<file path="src/rtl/alu_exec_unit_if.sv">
// Shared ALU command encoding and the issue-queue -> execute link.
// Package first so the interface and the execute unit can import it.
package common;
  localparam int PHYS_REGS_ADDR_WIDTH = 6;

  typedef enum logic [3:0] {
    ALU_ADD  = 4'd0,
    ALU_SUB  = 4'd1,
    ALU_SLL  = 4'd2,
    ALU_SRL  = 4'd3,
    ALU_SRA  = 4'd4,
    ALU_SLT  = 4'd5,
    ALU_SLTU = 4'd6,
    ALU_XOR  = 4'd7,
    ALU_OR   = 4'd8,
    ALU_AND  = 4'd9
  } alu_cmd_t;
endpackage

interface isqIssueIf;
  import common::*;
  logic                            valid;
  alu_cmd_t                        alu_cmd;
  logic [31:0]                     op1;
  logic [31:0]                     op2;
  logic [PHYS_REGS_ADDR_WIDTH-1:0] phys_rd;

  modport in  (input  valid, alu_cmd, op1, op2, phys_rd);
  modport out (output valid, alu_cmd, op1, op2, phys_rd);
endinterface

</file>
<file path="src/rtl/alu_exec_unit.sv">
// Single-ALU execute unit: combinational ALU into an in-order result FIFO
// drained over valid/ready. Optional forward ports under ALU_EXEC_FWD_EN.
module alu_exec_unit
  import common::*;
#(
  parameter int FIFO_DEPTH   = 4,
  parameter int STALL_MARGIN = 1
) (
  input  logic                            clk,
  input  logic                            rst_n,
  isqIssueIf.in                           issue,
  output logic                            wb_valid,
  input  logic                            wb_ready,
  output logic [PHYS_REGS_ADDR_WIDTH-1:0] wb_phys_rd,
  output logic [31:0]                     wb_data,
  output logic                            issue_stall,
  output logic [$clog2(FIFO_DEPTH):0]     occupancy,
`ifdef ALU_EXEC_FWD_EN
  output logic                            fwd_valid,
  output logic [PHYS_REGS_ADDR_WIDTH-1:0] fwd_phys_rd,
  output logic [31:0]                     fwd_data,
`endif
  output logic                            overflow_err
);
  localparam int PW = $clog2(FIFO_DEPTH);
  localparam int OW = PW + 1;
  localparam logic [OW-1:0] FULL_CNT = OW'(FIFO_DEPTH);
  localparam logic [OW-1:0] STALL_TH = OW'(FIFO_DEPTH - STALL_MARGIN);

  typedef struct packed {
    logic [PHYS_REGS_ADDR_WIDTH-1:0] phys_rd;
    logic [31:0]                     data;
  } wb_entry_t;

  function automatic logic [31:0] alu_eval(alu_cmd_t cmd, logic [31:0] a, logic [31:0] b);
    logic [4:0] sh;
    sh = b[4:0];
    case (cmd)
      ALU_ADD:  return a + b;
      ALU_SUB:  return a - b;
      ALU_SLL:  return a << sh;
      ALU_SRL:  return a >> sh;
      ALU_SRA:  return $signed(a) >>> sh;
      ALU_SLT:  return {31'd0, $signed(a) < $signed(b)};
      ALU_SLTU: return {31'd0, a < b};
      ALU_XOR:  return a ^ b;
      ALU_OR:   return a | b;
      ALU_AND:  return a & b;
      default:  return '0;
    endcase
  endfunction

  wb_entry_t         mem [FIFO_DEPTH];
  logic [PW-1:0]     wr_ptr, rd_ptr, head_ptr;
  logic [OW-1:0]     occ;
  logic              full, pop, push, drop;
  wb_entry_t         new_entry;

  assign full      = (occ == FULL_CNT);
  assign wb_valid  = (occ != '0);
  assign pop       = wb_valid && wb_ready;
  assign push      = issue.valid && (!full || pop);
  assign drop      = issue.valid && full && !pop;
  assign new_entry = '{phys_rd: issue.phys_rd,
                       data: alu_eval(issue.alu_cmd, issue.op1, issue.op2)};

  // When empty, show the slot just popped so wb_* hold their last value;
  // a push can never target that slot while the FIFO is empty.
  assign head_ptr    = (occ == '0) ? rd_ptr - 1'b1 : rd_ptr;
  assign wb_phys_rd  = mem[head_ptr].phys_rd;
  assign wb_data     = mem[head_ptr].data;
  assign occupancy   = occ;
  assign issue_stall = (occ >= STALL_TH);

  always_ff @(posedge clk or negedge rst_n) begin
    if (!rst_n) begin
      for (int i = 0; i < FIFO_DEPTH; i++) mem[i] <= '0;
      wr_ptr       <= '0;
      rd_ptr       <= '0;
      occ          <= '0;
      overflow_err <= 1'b0;
    end else begin
      if (push) begin
        mem[wr_ptr] <= new_entry;
        wr_ptr      <= wr_ptr + 1'b1;
      end
      if (pop) rd_ptr <= rd_ptr + 1'b1;
      if (push && !pop)      occ <= occ + 1'b1;
      else if (pop && !push) occ <= occ - 1'b1;
      if (drop) overflow_err <= 1'b1;
    end
  end

`ifdef ALU_EXEC_FWD_EN
  always_ff @(posedge clk or negedge rst_n) begin
    if (!rst_n) begin
      fwd_valid   <= 1'b0;
      fwd_phys_rd <= '0;
      fwd_data    <= '0;
    end else begin
      fwd_valid <= push;
      if (push) begin
        fwd_phys_rd <= new_entry.phys_rd;
        fwd_data    <= new_entry.data;
      end
    end
  end
`endif
endmodule

</file>
<file path="src/flat_wrapper.sv">
// flat-port wrapper written by rule: the top's interface ports become plain ports
module alu_exec_unit_flat import common::*;
#(
  parameter int FIFO_DEPTH   = 4,
  parameter int STALL_MARGIN = 1
)
  (clk, rst_n, wb_valid, wb_ready, wb_phys_rd, wb_data, issue_stall, occupancy, overflow_err, issue_valid, issue_alu_cmd, issue_op1, issue_op2, issue_phys_rd);
  isqIssueIf issue_i ();
  input  logic clk;
  input  logic rst_n;
  output logic wb_valid;
  input  logic wb_ready;
  output logic [PHYS_REGS_ADDR_WIDTH-1:0] wb_phys_rd;
  output logic [31:0] wb_data;
  output logic issue_stall;
  output logic [$clog2(FIFO_DEPTH):0] occupancy;
  output logic overflow_err;
  input wire logic [$bits(issue_i.valid)-1:0] issue_valid;
  input wire logic [$bits(issue_i.alu_cmd)-1:0] issue_alu_cmd;
  input wire logic [$bits(issue_i.op1)-1:0] issue_op1;
  input wire logic [$bits(issue_i.op2)-1:0] issue_op2;
  input wire logic [$bits(issue_i.phys_rd)-1:0] issue_phys_rd;
  assign issue_i.valid = issue_valid;
  assign issue_i.alu_cmd = issue_alu_cmd;
  assign issue_i.op1 = issue_op1;
  assign issue_i.op2 = issue_op2;
  assign issue_i.phys_rd = issue_phys_rd;
  alu_exec_unit #(.FIFO_DEPTH(FIFO_DEPTH), .STALL_MARGIN(STALL_MARGIN)) u_core (.clk(clk), .rst_n(rst_n), .issue(issue_i), .wb_valid(wb_valid), .wb_ready(wb_ready), .wb_phys_rd(wb_phys_rd), .wb_data(wb_data), .issue_stall(issue_stall), .occupancy(occupancy), .overflow_err(overflow_err));
endmodule
</file>
<file path="config.mk">
export PLATFORM = sky130hd
export DESIGN_NAME = alu_exec_unit_flat
export DESIGN_NICKNAME = d
export VERILOG_FILES = /design/src/rtl/alu_exec_unit_if.sv /design/src/rtl/alu_exec_unit.sv /design/src/flat_wrapper.sv
export SDC_FILE = /design/constraint.sdc
export NUM_CORES = 1
export LEC_CHECK = 0
export CELL_PAD_IN_SITES_DETAIL_PLACEMENT = 1
export CELL_PAD_IN_SITES_GLOBAL_PLACEMENT = 2
export CORE_UTILIZATION = 34
export CTS_CLUSTER_DIAMETER = 40
export DETAILED_ROUTE_END_ITERATION = 8
export MAX_ROUTING_LAYER = met4
export PLACE_DENSITY = 0.84
export SLEW_MARGIN = 10
export SYNTH_ARGS = -nofsm -noshare
export SYNTH_HDL_FRONTEND = slang
export SYNTH_SLANG_ARGS = --single-unit
export TNS_END_PERCENT = 100
</file>
<file path="constraint.sdc">
create_clock -name clk -period 3.1 [get_ports clk]
set_input_delay 0.62 -clock clk [delete_from_list [all_inputs] [get_ports clk]]
set_output_delay 0.62 -clock clk [all_outputs]
set_load 0.02 [all_outputs]
</file>
==> metrics.txt <==
clock transition at the registers of the reported paths 0.07 ns; clock latency on the worst-skew pair 0.44 ns; syn_nets 2066; area grow syn2layout 53.66%; Initial Utilization 34.40%; Final Hold Viols 0; Clock Path Buffers 2; via count 18350; area of the multi-input gates 12490 um2; Port Buf Inserts 121; H-tree Lvls 4; slew margin rel. 59.28%; Register Area 4004 um2; layout cells sized above 1 46.33%; Slew @ Worst Pin 0.6044 ns; Top Metal Used met4; HP Class primary input to asynchronous set/reset pin; antenna cells 0; asr flop ratio synth 100.0%; post-route minimum period 3.165 ns; GRT Util Overall 34.20%; via density per instance 5.844; Hold-fix buffers, CTS 0; # fillers 5383; Die H 218.8 um; synth unique cells 85; Sum Neg Setup Slack -1.019 ns; outcome finished with violations; static leakage 11.25 nW; Worst setup SP type primary input; Crit path arrival time 3.48 ns; final setup vio count 43; antenna-violating nets left 0; # nets final 2705; routed wl met2 40.03 mm; vias in the first global route 19400; GPL Wtd Cong 0.9893; die area 47870 um2; Seq/Total Area, Yosys 25.06%; Die W 218.8 um; Rows 79; Setup WS pre-CTS -1.218 ns; post-route clock period utilization 102.1%; DP HPWL 60.72 mm; Peak supply drop 733.5 uV; Req. time, crit path 3.42 ns; clock sink count 160; DRC viols 0; largest net degree at the start of global routing 62; top_reg_cell synth dfrtp_1; violated checks negative setup slack; RSZ-0062 raised after global routing yes; gr ovfl total 0; max-slew violation count 0; first-pass GRT wire length 119.8 mm; Mapped Cells 1880; Routed wire per std cell 26.12 um; CTS tree yes; Final Core Density 52.85%; yosys warns 0; FF+latch count, synth 160; Post-synth EDFFs 0; Layout Skew 0.01065 ns; CORE AREA 46460 um2; First DRT Iteration DRCs 1477; cts bufs inserted 17; Post-Syn Area 15980 um2; setup slack after layout -0.06505 ns; PwrDens 622.4 nW/um2; synthesized area per cell 8.500 um2; Total Wirelength 81.99 mm; Metal-1 WL 34.26 mm; 1st-pass router iterations 5; Max Cap Violations 0; Highest Clock Rate 316.0 MHz; wire length on met3 3.706 mm; IO Count 122; endpoint type of the worst setup path flip-flop; initial antenna violation count 1; root buffer cell clkbuf_16; CP Class primary input to flip-flop; top fanout value on the critical path 10
-- timing repair --
action,in CTS,in global routing
setup buffers,58,22
cloned,2,1
setup endpoints to repair,162,156
pin swaps,90,103
gates resized for setup,500,218
-- power breakdown --
part           switching [mW]  internal [mW]
Clock                   0.933           1.12
Combinational            4.80           4.79
Sequential              0.608           3.03
Total                    6.34           8.94
-- layout by cell type, fill, tap and decap left out, types with 19 or more instances in the layout --
master	count
buf_4	588
nand2_1	280
dfrtp_1	160
nor2_1	144
a21oi_1	101
o21ai_0	86
ha_1	75
mux4_2	71
inv_1	60
buf_6	54
mux2_2	53
mux2i_1	51
mux2_4	36
inv_2	32
buf_12	27
nand3_1	25
a211oi_1	24
buf_2	23
clkdlybuf4s50_1	23
ha_4	22
a21oi_2	21
a221oi_1	20
o21ai_1	19
o211ai_1	19
-- final cells by class --
class / instances / area share, %
multi-input combinational: 1480 / 50.87
timing repair buffer: 761 / 25.81
sequential: 160 / 16.31
tap: 607 / 3.093
clock buffer: 19 / 1.763
inverter: 99 / 1.636
clock inverter: 13 / 0.5300
-- final timing paths --
check	start	end	slack, ns	cells past startpoint
setup / recovery	issue_op1[22]	u_core.mem[101]	-0.07	15
hold / removal	rst_n	u_core.mem[150]	0.07	1
setup reg to reg	u_core.occupancy[0]	u_core.occupancy[2]	0.59	10
hold reg to reg	u_core.overflow_err	u_core.overflow_err	0.47	1
max in group asynchronous	rst_n	u_core.mem[7]	2.25	2
min in group clk	u_core.overflow_err	u_core.overflow_err	0.47	1
-- metal layers --
metal,vias to the layer above,GRT usage [%]
met2,654,56.55
met1,9380,42.55
met5,-,-
li1,8124,-
met4,0,14.54
met3,187,3.354
-- critical path, stage by stage --
cell and delay, ns:
dlygate4sd2_1 0.22, buf_6 0.13, inv_1 0.12, ha_4 0.31
buf_4 0.19, nor2b_1 0.07, o21ai_0 0.20, a21oi_1 0.10
nor2_1 0.24, o21ai_1 0.17, a21oi_4 0.18, mux2i_1 0.12
a211oi_2 0.22, o2111ai_2 0.25, mux2_4 0.33
-- cell families (layout without fill, tap and decap cells) --
family | Yosys count | count (layout) | synth area share, %
XOR/XNOR | 24 | 24 | 1.315
multiplexers | 220 | 220 | 20.13
buffers and inverters | 240 | 892 | 6.640
AO/OA/AOI/OAI | 532 | 532 | 21.96
flip-flops | 160 | 160 | 25.06
adder cells (fa/ha/maj) | 108 | 108 | 8.598
AND/OR/NAND/NOR | 596 | 596 | 16.29
-- state kept, by name, indices dropped and copies added, names as in the netlist --
| signal | count |
|---|---|
| u_core.mem | 152 |
| u_core.wr_ptr | 2 |
| u_core.occupancy | 3 |
| u_core.overflow_err | 1 |
| u_core.rd_ptr | 2 |
-- synthesized netlist by cell type, types with 21 or more instances --
master      n  area [um2]
nand2_1   283        1062
dfrtp_1   160        4004
nor2_1    160       600.6
a21oi_1   128       640.6
o21ai_0   115       575.6
ha_1      105        1314
inv_1      96       360.4
mux2_2     85       957.2
clkbuf_1   73       274.0
mux4_2     71        1599
mux2i_1    60       600.6
a211oi_1   35       262.8
nand3_1    29       145.1
nor3_1     26       130.1
a221oi_1   22       192.7
buf_2      22       110.1
a31oi_1    21       131.4
-- per-stage QoR --
stage	std cells	power, mW	instance area [um2]	hold slack, ns
after CTS	3121	14.61	23800	0.06193
after floorplan	1880	8.277	16300	0.3244
after global placement	3035	11.62	21950	0.4384
final	3139	15.28	24550	0.06613
after detailed placement	3035	12.06	21950	0.4483
after global routing	3139	16.02	24550	0.07794
No activity file was read; power rests on OpenSTA's default activity.
